==> src/rtl/trap_sequencer_pkg.sv <==
// ============================================================================
// Module      : trap_sequencer_pkg
// Description : Shared types and constants for the M/U-mode trap sequencer:
//               sequencer state encoding, mtvec modes, privilege modes,
//               machine interrupt codes and synchronous exception codes.
// Revision    : 1.0 - initial release
// ============================================================================
`default_nettype none

package trap_sequencer_pkg;

  typedef enum logic [2:0] {
    IDLE     = 3'd0,
    FLUSH    = 3'd1,
    ENTER    = 3'd2,
    RETURN   = 3'd3,
    REDIRECT = 3'd4,
    SLEEP    = 3'd5
  } trap_state_t;

  // mtvec[1:0] modes
  localparam logic [1:0] mtvec_direct   = 2'b00;
  localparam logic [1:0] mtvec_vectored = 2'b01;

  // privilege modes
  localparam logic [1:0] u_mode = 2'b00;
  localparam logic [1:0] m_mode = 2'b11;

  // machine interrupt cause codes
  localparam logic [3:0] interrupt_mach_soft  = 4'h3;
  localparam logic [3:0] interrupt_mach_timer = 4'h7;
  localparam logic [3:0] interrupt_mach_ext   = 4'hB;

  // synchronous exception cause codes
  localparam logic [3:0] except_inst_misaligned  = 4'h0;
  localparam logic [3:0] except_inst_access      = 4'h1;
  localparam logic [3:0] except_illegal_inst     = 4'h2;
  localparam logic [3:0] except_breakpoint       = 4'h3;
  localparam logic [3:0] except_load_misaligned  = 4'h4;
  localparam logic [3:0] except_load_access      = 4'h5;
  localparam logic [3:0] except_store_misaligned = 4'h6;
  localparam logic [3:0] except_store_access     = 4'h7;
  localparam logic [3:0] except_ecall_u          = 4'h8;
  localparam logic [3:0] except_ecall_m          = 4'hB;

  // Arbitration result of the priority encoder.
  typedef struct packed {
    logic       take;
    logic       int_flag;
    logic [3:0] cause;
  } trap_req_t;

  // Trap target: vectored mode offsets interrupts by 4*cause, 32-bit wrap.
  function automatic logic [31:0] trap_target(input logic [31:0] mtvec,
                                              input logic        int_flag,
                                              input logic [3:0]  cause);
    logic [31:0] base;
    base = {mtvec[31:2], 2'b00};
    if ((mtvec[1:0] == mtvec_vectored) && int_flag)
      trap_target = base + {26'd0, cause, 2'b00};
    else
      trap_target = base;
  endfunction

endpackage

`default_nettype wire

==> src/rtl/trap_sequencer_priority.sv <==
// ============================================================================
// Module      : trap_priority
// Description : Combinational trap arbiter. A synchronous exception always
//               wins; otherwise the highest-priority enabled pending machine
//               interrupt (MEI > MSI > MTI) is taken when interrupts are
//               globally enabled for the current mode.
// Ports       : exc_valid/exc_cause - execute-stage exception
//               irq_en              - global interrupt enable for this mode
//               pend                - {mei, msi, mti} pending & enabled
//               req                 - {take, int_flag, cause}
// Revision    : 1.0 - initial release
// ============================================================================
`default_nettype none

module trap_priority
  import trap_sequencer_pkg::*;
(
  input  logic       exc_valid,
  input  logic [3:0] exc_cause,
  input  logic       irq_en,
  input  logic [2:0] pend,
  output trap_req_t  req
);

  always_comb begin
    req = '0;
    if (exc_valid) begin
      req.take     = 1'b1;
      req.int_flag = 1'b0;
      req.cause    = exc_cause;
    end else if (irq_en && (|pend)) begin
      req.take     = 1'b1;
      req.int_flag = 1'b1;
      if (pend[2])
        req.cause = interrupt_mach_ext;
      else if (pend[1])
        req.cause = interrupt_mach_soft;
      else
        req.cause = interrupt_mach_timer;
    end
  end

endmodule

`default_nettype wire

==> src/rtl/trap_sequencer.sv <==
// ============================================================================
// Module      : trap_sequencer
// Description : M/U-mode trap controller. Accepts exceptions, interrupts,
//               MRET and WFI in IDLE, drains the pipeline, emits a single
//               trap-CSR write strobe and then a single PC redirect.
// Ports       : clock/reset (sync, active-high)
//               exc_*, irq_*, mie_*, mstatus_*, cur_mode, mtvec, mepc_in in
//               flush_ack in; flush_req, busy, wfi_sleep out
//               csr_we + mepc/mcause/mtval/mie/mpie/mpp/mode next values out
//               redirect_valid/redirect_pc out
// Revision    : 1.0 - initial release
// ============================================================================
`default_nettype none

module trap_sequencer
  import trap_sequencer_pkg::*;
#(
  parameter logic [31:0] RESET_VECTOR = 32'h0000_0000
) (
  input  logic        clock,
  input  logic        reset,
  input  logic        exc_valid,
  input  logic [3:0]  exc_cause,
  input  logic [31:0] exc_pc,
  input  logic [31:0] exc_tval,
  input  logic        mret_valid,
  input  logic        wfi_valid,
  input  logic [31:0] irq_pc,
  input  logic        irq_msip,
  input  logic        irq_mtip,
  input  logic        irq_meip,
  input  logic        mie_msie,
  input  logic        mie_mtie,
  input  logic        mie_meie,
  input  logic        mstatus_mie,
  input  logic        mstatus_mpie,
  input  logic [1:0]  mstatus_mpp,
  input  logic [1:0]  cur_mode,
  input  logic [31:0] mtvec,
  input  logic [31:0] mepc_in,
  input  logic        flush_ack,
  output logic        flush_req,
  output logic        busy,
  output logic        wfi_sleep,
  output logic        csr_we,
  output logic [31:0] mepc_out,
  output logic [31:0] mcause_out,
  output logic [31:0] mtval_out,
  output logic        mie_next,
  output logic        mpie_next,
  output logic [1:0]  mpp_next,
  output logic [1:0]  mode_next,
  output logic        redirect_valid,
  output logic [31:0] redirect_pc
);

  trap_state_t state, state_next;

  // Event captured at accept time; held for the rest of the sequence.
  logic        int_q;
  logic        mret_q;
  logic [3:0]  cause_q;
  logic [31:0] epc_q;
  logic [31:0] tval_q;

  logic [2:0]  pend;
  logic        irq_en;
  trap_req_t   req;

  assign pend   = {irq_meip & mie_meie, irq_msip & mie_msie, irq_mtip & mie_mtie};
  assign irq_en = mstatus_mie | (cur_mode == u_mode);

  trap_priority u_priority (
    .exc_valid (exc_valid),
    .exc_cause (exc_cause),
    .irq_en    (irq_en),
    .pend      (pend),
    .req       (req)
  );

  always_ff @(posedge clock) begin
    if (reset) begin
      state   <= IDLE;
      int_q   <= 1'b0;
      mret_q  <= 1'b0;
      cause_q <= 4'd0;
      epc_q   <= 32'd0;
      tval_q  <= 32'd0;
    end else begin
      state <= state_next;
      if (state == IDLE) begin
        if (req.take) begin
          int_q   <= req.int_flag;
          mret_q  <= 1'b0;
          cause_q <= req.cause;
          epc_q   <= req.int_flag ? irq_pc : exc_pc;
          tval_q  <= req.int_flag ? 32'd0 : exc_tval;
        end else if (mret_valid) begin
          mret_q  <= 1'b1;
        end
      end
    end
  end

  always_comb begin
    state_next     = state;
    flush_req      = 1'b0;
    busy           = 1'b0;
    wfi_sleep      = 1'b0;
    csr_we         = 1'b0;
    mepc_out       = 32'd0;
    mcause_out     = 32'd0;
    mtval_out      = 32'd0;
    mie_next       = 1'b0;
    mpie_next      = 1'b0;
    mpp_next       = u_mode;
    mode_next      = u_mode;
    redirect_valid = 1'b0;
    redirect_pc    = RESET_VECTOR;

    unique case (state)
      IDLE: begin
        if (req.take || mret_valid)
          state_next = FLUSH;
        else if (wfi_valid)
          state_next = SLEEP;
      end

      FLUSH: begin
        flush_req = 1'b1;
        busy      = 1'b1;
        if (flush_ack)
          state_next = mret_q ? RETURN : ENTER;
      end

      ENTER: begin
        busy       = 1'b1;
        csr_we     = 1'b1;
        mepc_out   = epc_q & 32'hFFFF_FFFE;
        mcause_out = {int_q, 27'd0, cause_q};
        mtval_out  = tval_q;
        mpie_next  = mstatus_mie;
        mie_next   = 1'b0;
        mpp_next   = cur_mode;
        mode_next  = m_mode;
        state_next = REDIRECT;
      end

      RETURN: begin
        busy       = 1'b1;
        csr_we     = 1'b1;
        mie_next   = mstatus_mpie;
        mpie_next  = 1'b1;
        mode_next  = mstatus_mpp;
        mpp_next   = u_mode;
        state_next = REDIRECT;
      end

      REDIRECT: begin
        busy           = 1'b1;
        redirect_valid = 1'b1;
        redirect_pc    = mret_q ? (mepc_in & 32'hFFFF_FFFE)
                                : trap_target(mtvec, int_q, cause_q);
        state_next     = IDLE;
      end

      SLEEP: begin
        wfi_sleep = 1'b1;
        busy      = 1'b1;
        // Any enabled pending line wakes the core, even with interrupts
        // globally disabled; IDLE then decides whether to trap.
        if (|pend)
          state_next = IDLE;
      end

      default: state_next = IDLE;
    endcase
  end

endmodule

`default_nettype wire

==> config.mk <==
export PLATFORM = sky130hd
export DESIGN_NAME = trap_sequencer
export DESIGN_NICKNAME = d
export VERILOG_FILES = /design/src/rtl/trap_sequencer_pkg.sv /design/src/rtl/trap_sequencer_priority.sv /design/src/rtl/trap_sequencer.sv
export SDC_FILE = /design/constraint.sdc
export NUM_CORES = 1
export LEC_CHECK = 0
export ABC_CLOCK_PERIOD_IN_PS = 2500
export BUFFER_PORTS_ARGS = -buffer_cell sky130_fd_sc_hd__buf_2
export CAP_MARGIN = 20
export CORE_AREA = 2 2 125 127
export CTS_BUF_LIST = sky130_fd_sc_hd__clkbuf_4
export DETAILED_ROUTE_END_ITERATION = 6
export DIE_AREA = 0 0 127 129
export GPL_ROUTABILITY_DRIVEN = 0
export PLACE_DENSITY_LB_ADDON = 0.2
export SYNTH_ARGS = -nofsm -noshare
export SYNTH_HDL_FRONTEND = slang
export SYNTH_SLANG_ARGS = --single-unit
==> constraint.sdc <==
create_clock -name clock -period 2.5 [get_ports clock]
set_clock_uncertainty 0.2 [all_clocks]
set_input_delay 0.125 -clock clock [delete_from_list [all_inputs] [get_ports clock]]
set_output_delay 0.125 -clock clock [all_outputs]
set_load 0.01 [all_outputs]
# Yosys cells after proc, flatten, opt, wreduce, memory -nomap -nowiden
# Cells that the tools add are included.
# word_totals
register_bits	73
in_bits	182
output_inout_bits	139
wordCells	61
# op_classes
add_sub_neg	1
eq_ne	9
mux	29
bitwise_logic	4
reduce_logical	12
# op_table
cell	count
$mux W32	8
$add A32 B6 Y32	1
$mux W3	5
$mux W6	2
$pmux W3 S4	1
$mux W1	9
$eq A3 B2 Y1 const B	2
$eq A3 B3 Y1 const B	2
$reduce_or A5 Y1	1
$mux W4	1
$ne A2 B2 Y1 const B	2
$pmux W2 S2	1
$reduce_and A2 Y1	2
$and A1 B1 Y1	3
$eq A3 B1 Y1 const B	1
$logic_not A3 Y1	1
$ne A3 B2 Y1 const B	1
$reduce_and A3 Y1	1
$reduce_or A3 Y1	1
$eq A2 B1 Y1 const B	1
$logic_and A1 B1 Y1	2
$logic_not A2 Y1	1
$mux W2	1
$pmux W1 S2	1
4 further kinds	4

# Longest topological paths before layout
# logic_depth
ltp_word	8
mapped_depth	9
ltp_nobuf	8

# Cells and area by module
# Synthesis repeated with hierarchy kept, for this count alone.
# hier_totals
hier_cells	586
hier_area_um2	4773.3
# modules_own_cells
module	n_inst	cells_each	area_each_um2	seq_area_each_um2
trap_sequencer	1	572	4677.0	1441.4
trap_priority	1	14	96.3	0.0

# Least setup slack after synthesis
# Ideal clock, no wire load.
# synth_path
kind	register -> output
from	register cause_q[0]
to	output redirect_pc[28]
arrival_ns	2.151
t_required_ns	2.175
slack_ns	0.024
path_stages_with_launch	10
n_path_buf	1
path_cell_list	dfxtp_1 > ha_1 > inv_1 > fa_1 > nor2b_1 > o21ai_1 > clkbuf_1 > a2111oi_0 > xnor2_1 > a21oi_1
# synth_between
elab_chain_len	4
# synth_lines
item	line	source
from (decl)	trap_sequencer.sv:62	logic [3:0] cause_q;
from (signal assigned)	trap_sequencer.sv:95	cause_q <= req.cause;
$add A32 B6 Y32	trap_sequencer_pkg.sv:60	trap_target = base + {26'd0, cause, 2'b00};
$mux W32	trap_sequencer_pkg.sv:59	if ((mtvec[1:0] == mtvec_vectored) && int_flag)
$mux W32	trap_sequencer.sv:162	redirect_pc = mret_q ? (mepc_in & 32'hFFFF_FFFE)
$mux W32	trap_sequencer.sv:121	unique case (state)
to (decl)	trap_sequencer.sv:54	output logic [31:0] redirect_pc
# No other way between the ends.

# Final worst setup path
# layout_path
from	register cause_q[0]
to	output redirect_pc[22]
# The elaborated chain is that of the path after synthesis.

==> metrics.txt <==
Synth Warn #=0; DIE AREA=0.0164 mm2; first-pass GRT wire length=28600 um; CTS max path bufs=2; Post-Syn Area=0.00472 mm2; gr usage total=21.9%; #FFs+latches synth=72; die height=129 um; hold_ws=0.0830 ns; DRC marker count from the first detailed-route iteration=204; slowest CP cell=dfxtp_2; sequential-to-total area share from yosys stat=30.6%; CTS tree=built; number of antenna violations at the first check in global routing=1; post-route ant nets=0; fin crit period=2.79 ns; Slew headroom=49.5%; area leader, netlist=dfxtp_1; Sink Count=72; Syn-to-layout area delta=70.6%; Die W=127 um; grt peak-use layer=met2; maximum vdd drop=350 uV; Crit path max-delay family=compound AO/OA/AOI/OAI gates; ys async rst share=0%; layout cell share with drive strength beyond 1=40.6%; worst min-delay path category=primary input to flip-flop; Post-synth EDFFs=0; CP Capture Type=output pin; cells after synthesis=575; H-tree Lvls=3; ys flop type=dfxtp_1; post-DP HPWL=12300 um; post-route setup slack=-0.287 ns; number of max-cap violations=0; worst slew pin tran=0.757 ns; Vias=5767; top-area cell type share of the netlist area=30.6%; Skew-Pair Late Insertion Delay=0.44 ns; vias per inst=4.96; routing usage on met3=5.45%; leakage power=4.26 nW; Num CTS Buffers=9; CP cell instances=ha_4 > inv_2 > fa_2 > nor2b_4 > o21ai_4 > a2111oi_4 > buf_4 > xnor2_2 > a21oi_1 > buf_2; crit start category=flip-flop; GRT Residual Overflow=0; Avg WL per Cell=16.2 um; Critical path buffers and inverters=3; Final Cycle Share=111%; num rows=45; Root Driver=clkbuf_4; Worst Path Max Fanout=6; initial core utilization=31.5%; post-route DRC violation count=0; failing checks=negative setup slack; met2 usage=39.6%; final count of negative-setup-slack endpoints=26; crit path DAT=2.46 ns; critical path type=flip-flop to output pin; total wire length=18800 um; Hold Fails Final Rpt=0; achievable frequency=359 MHz; largest net degree at the start of global routing=68; Netlist cell types=55; vias in the first global route=5610; CORE AREA=0.0150 mm2; fin nets=1156; port bufs=288; Avg Inst Size Synth=8.20 um2; Reg clk slew, reported paths=0.12 ns; Boundary Pins=321; max incr delay on CP=0.37 ns; Pins Over Slew Limit=0; RSZ-0062 raised after global routing=yes; Power Dens Cells=573 mW/mm2; pre-CTS WS=-0.0507 ns; status=finished, violations left; largest cells by area after synthesis=dfxtp_1, and3_1, mux2i_1, a211oi_1, a22o_1; first-pass detailed-route iteration total=4; met1 Usage GRT=25.0%; worst endpoint required time=2.17 ns
[final cells by class]
type | count | area [um2]
repair buffers | 436 | 2900
fillers | 1442 | 6930
flip-flops and latches | 72 | 1450
diodes | 1 | 2.50
clock inverters | 7 | 116
clock buffers | 9 | 67.6
inverters | 13 | 48.8
multi-input cells | 437 | 3230
well taps | 188 | 235
[per-stage QoR]
step / utilization, % / std cells / power, mW / TNS, ns / cell area (um2)
2_1_floorplan: - / 603 / 2.64 / 0 / 4820
3_3_place_gp: 42.0 / 1024 / 3.24 / -0.0358 / 6290
3_5_place_dp: 42.0 / 1024 / 3.25 / -0.166 / 6290
4_1_cts: 52.7 / 1151 / 4.58 / -3.90 / 7890
5_1_grt: 53.7 / 1163 / 4.95 / -7.54 / 8050
6_report: 53.7 / 1163 / 4.62 / -3.56 / 8050
[worst paths after layout]
check               from         endpoint  slack (ns)  cells after the start
max           cause_q[0]  redirect_pc[22]       -0.29                     10
min          cur_mode[0]            int_q        0.08                      5
max reg2reg     state[2]        epc_q[13]        0.22                      6
min reg2reg    tval_q[1]        tval_q[1]        0.28                      1
[kinds of logic (layout without fill, tap and decap cells)]
family                     after synthesis  count (layout)  share of synthesized area, %
AOI/OAI and AO/OA                      159             159                          23.3
xor gates and xnor gates                28              28                          5.20
adders and majority gates                5               5                          1.49
buffers and inverters                   94             465                          10.3
DFF                                     72              72                          30.6
muxes                                   34              34                          7.21
other                                    1              30                        0.0795
and+or+nand+nor                        182             182                          21.9
[power by group]
group / internal, mW / switching [mW]
logic: 0.955 / 1.14
clock network: 0.508 / 0.459
registers: 1.40 / 0.149
[cell usage after synthesis, types with 2 or more instances]
| cell type | instances |
|---|---|
| a2111oi_0 | 4 |
| a211oi_1 | 39 |
| a21boi_0 | 2 |
| a21o_1 | 2 |
| a21oi_1 | 34 |
| a22o_1 | 33 |
| a22oi_1 | 2 |
| and2_1 | 3 |
| and3_1 | 75 |
| and4_1 | 2 |
| buf_2 | 10 |
| buf_4 | 30 |
| clkbuf_1 | 40 |
| clkinv_1 | 2 |
| dfxtp_1 | 72 |
| ha_1 | 4 |
| inv_1 | 11 |
| mux2i_1 | 34 |
| nand2_1 | 21 |
| nand2b_1 | 2 |
| nand3_1 | 2 |
| nand4_1 | 3 |
| nor2_1 | 47 |
| nor3_1 | 9 |
| nor3b_1 | 2 |
| nor4_1 | 2 |
| nor4_2 | 3 |
| o21a_1 | 3 |
| o21ai_0 | 29 |
| o22a_1 | 2 |
| xnor2_1 | 27 |
[layout by cell type (no fill, tap or decap), types with 3 or more instances in the layout]
cell and count:
buf_6 11, conb_1 29, buf_4 27, a211oi_2 6
buf_12 3, xnor2_2 3, inv_1 9, and3_1 75
dfxtp_1 68, buf_2 288, xnor2_1 24, a211oi_1 34
nor3_1 6, dlygate4sd3_1 106, a2111oi_4 3, nand2_1 21
mux2i_1 34, and2_1 3, nor4_4 4, nor3_4 4
clkinv_1 4, nor2_1 45, o21ai_0 28, a22o_1 33
a21oi_1 33, clkbuf_4 9, dfxtp_2 3, nand4_1 3
bufinv_16 3, nor3b_2 3, ha_4 3
[flip-flops by register name, indices dropped and copies added (netlist names)]
name     cells
tval_q      32
state        3
int_q        1
cause_q      4
mret_q       1
epc_q       31
[what timing repair did]
item,CTS,global route
endpoints found under the setup margin,27,45
hold buffers,106,0
hold endpoints to repair,72,0
gates resized for setup,66,17
gates cloned,1,0
pin swaps,50,22
buffers inserted,4,12
[layer usage]
metal,share of wire [%],vias to the layer above
met2,51,233
met5,0,-
met3,6.6,31
met1,41,2682
met4,2.0,0
li1,-,2821
[worst register-to-register path, cell delays in order (launching register included)]
cell and delay, ns:
dfxtp_1 0.41, nor3_4 0.25, o21a_2 0.21, buf_12 0.27, nor2_1 0.10, a211oi_1 0.21, dlygate4sd3_1 0.58
Note: power is estimated with default switching activity, not from simulation.
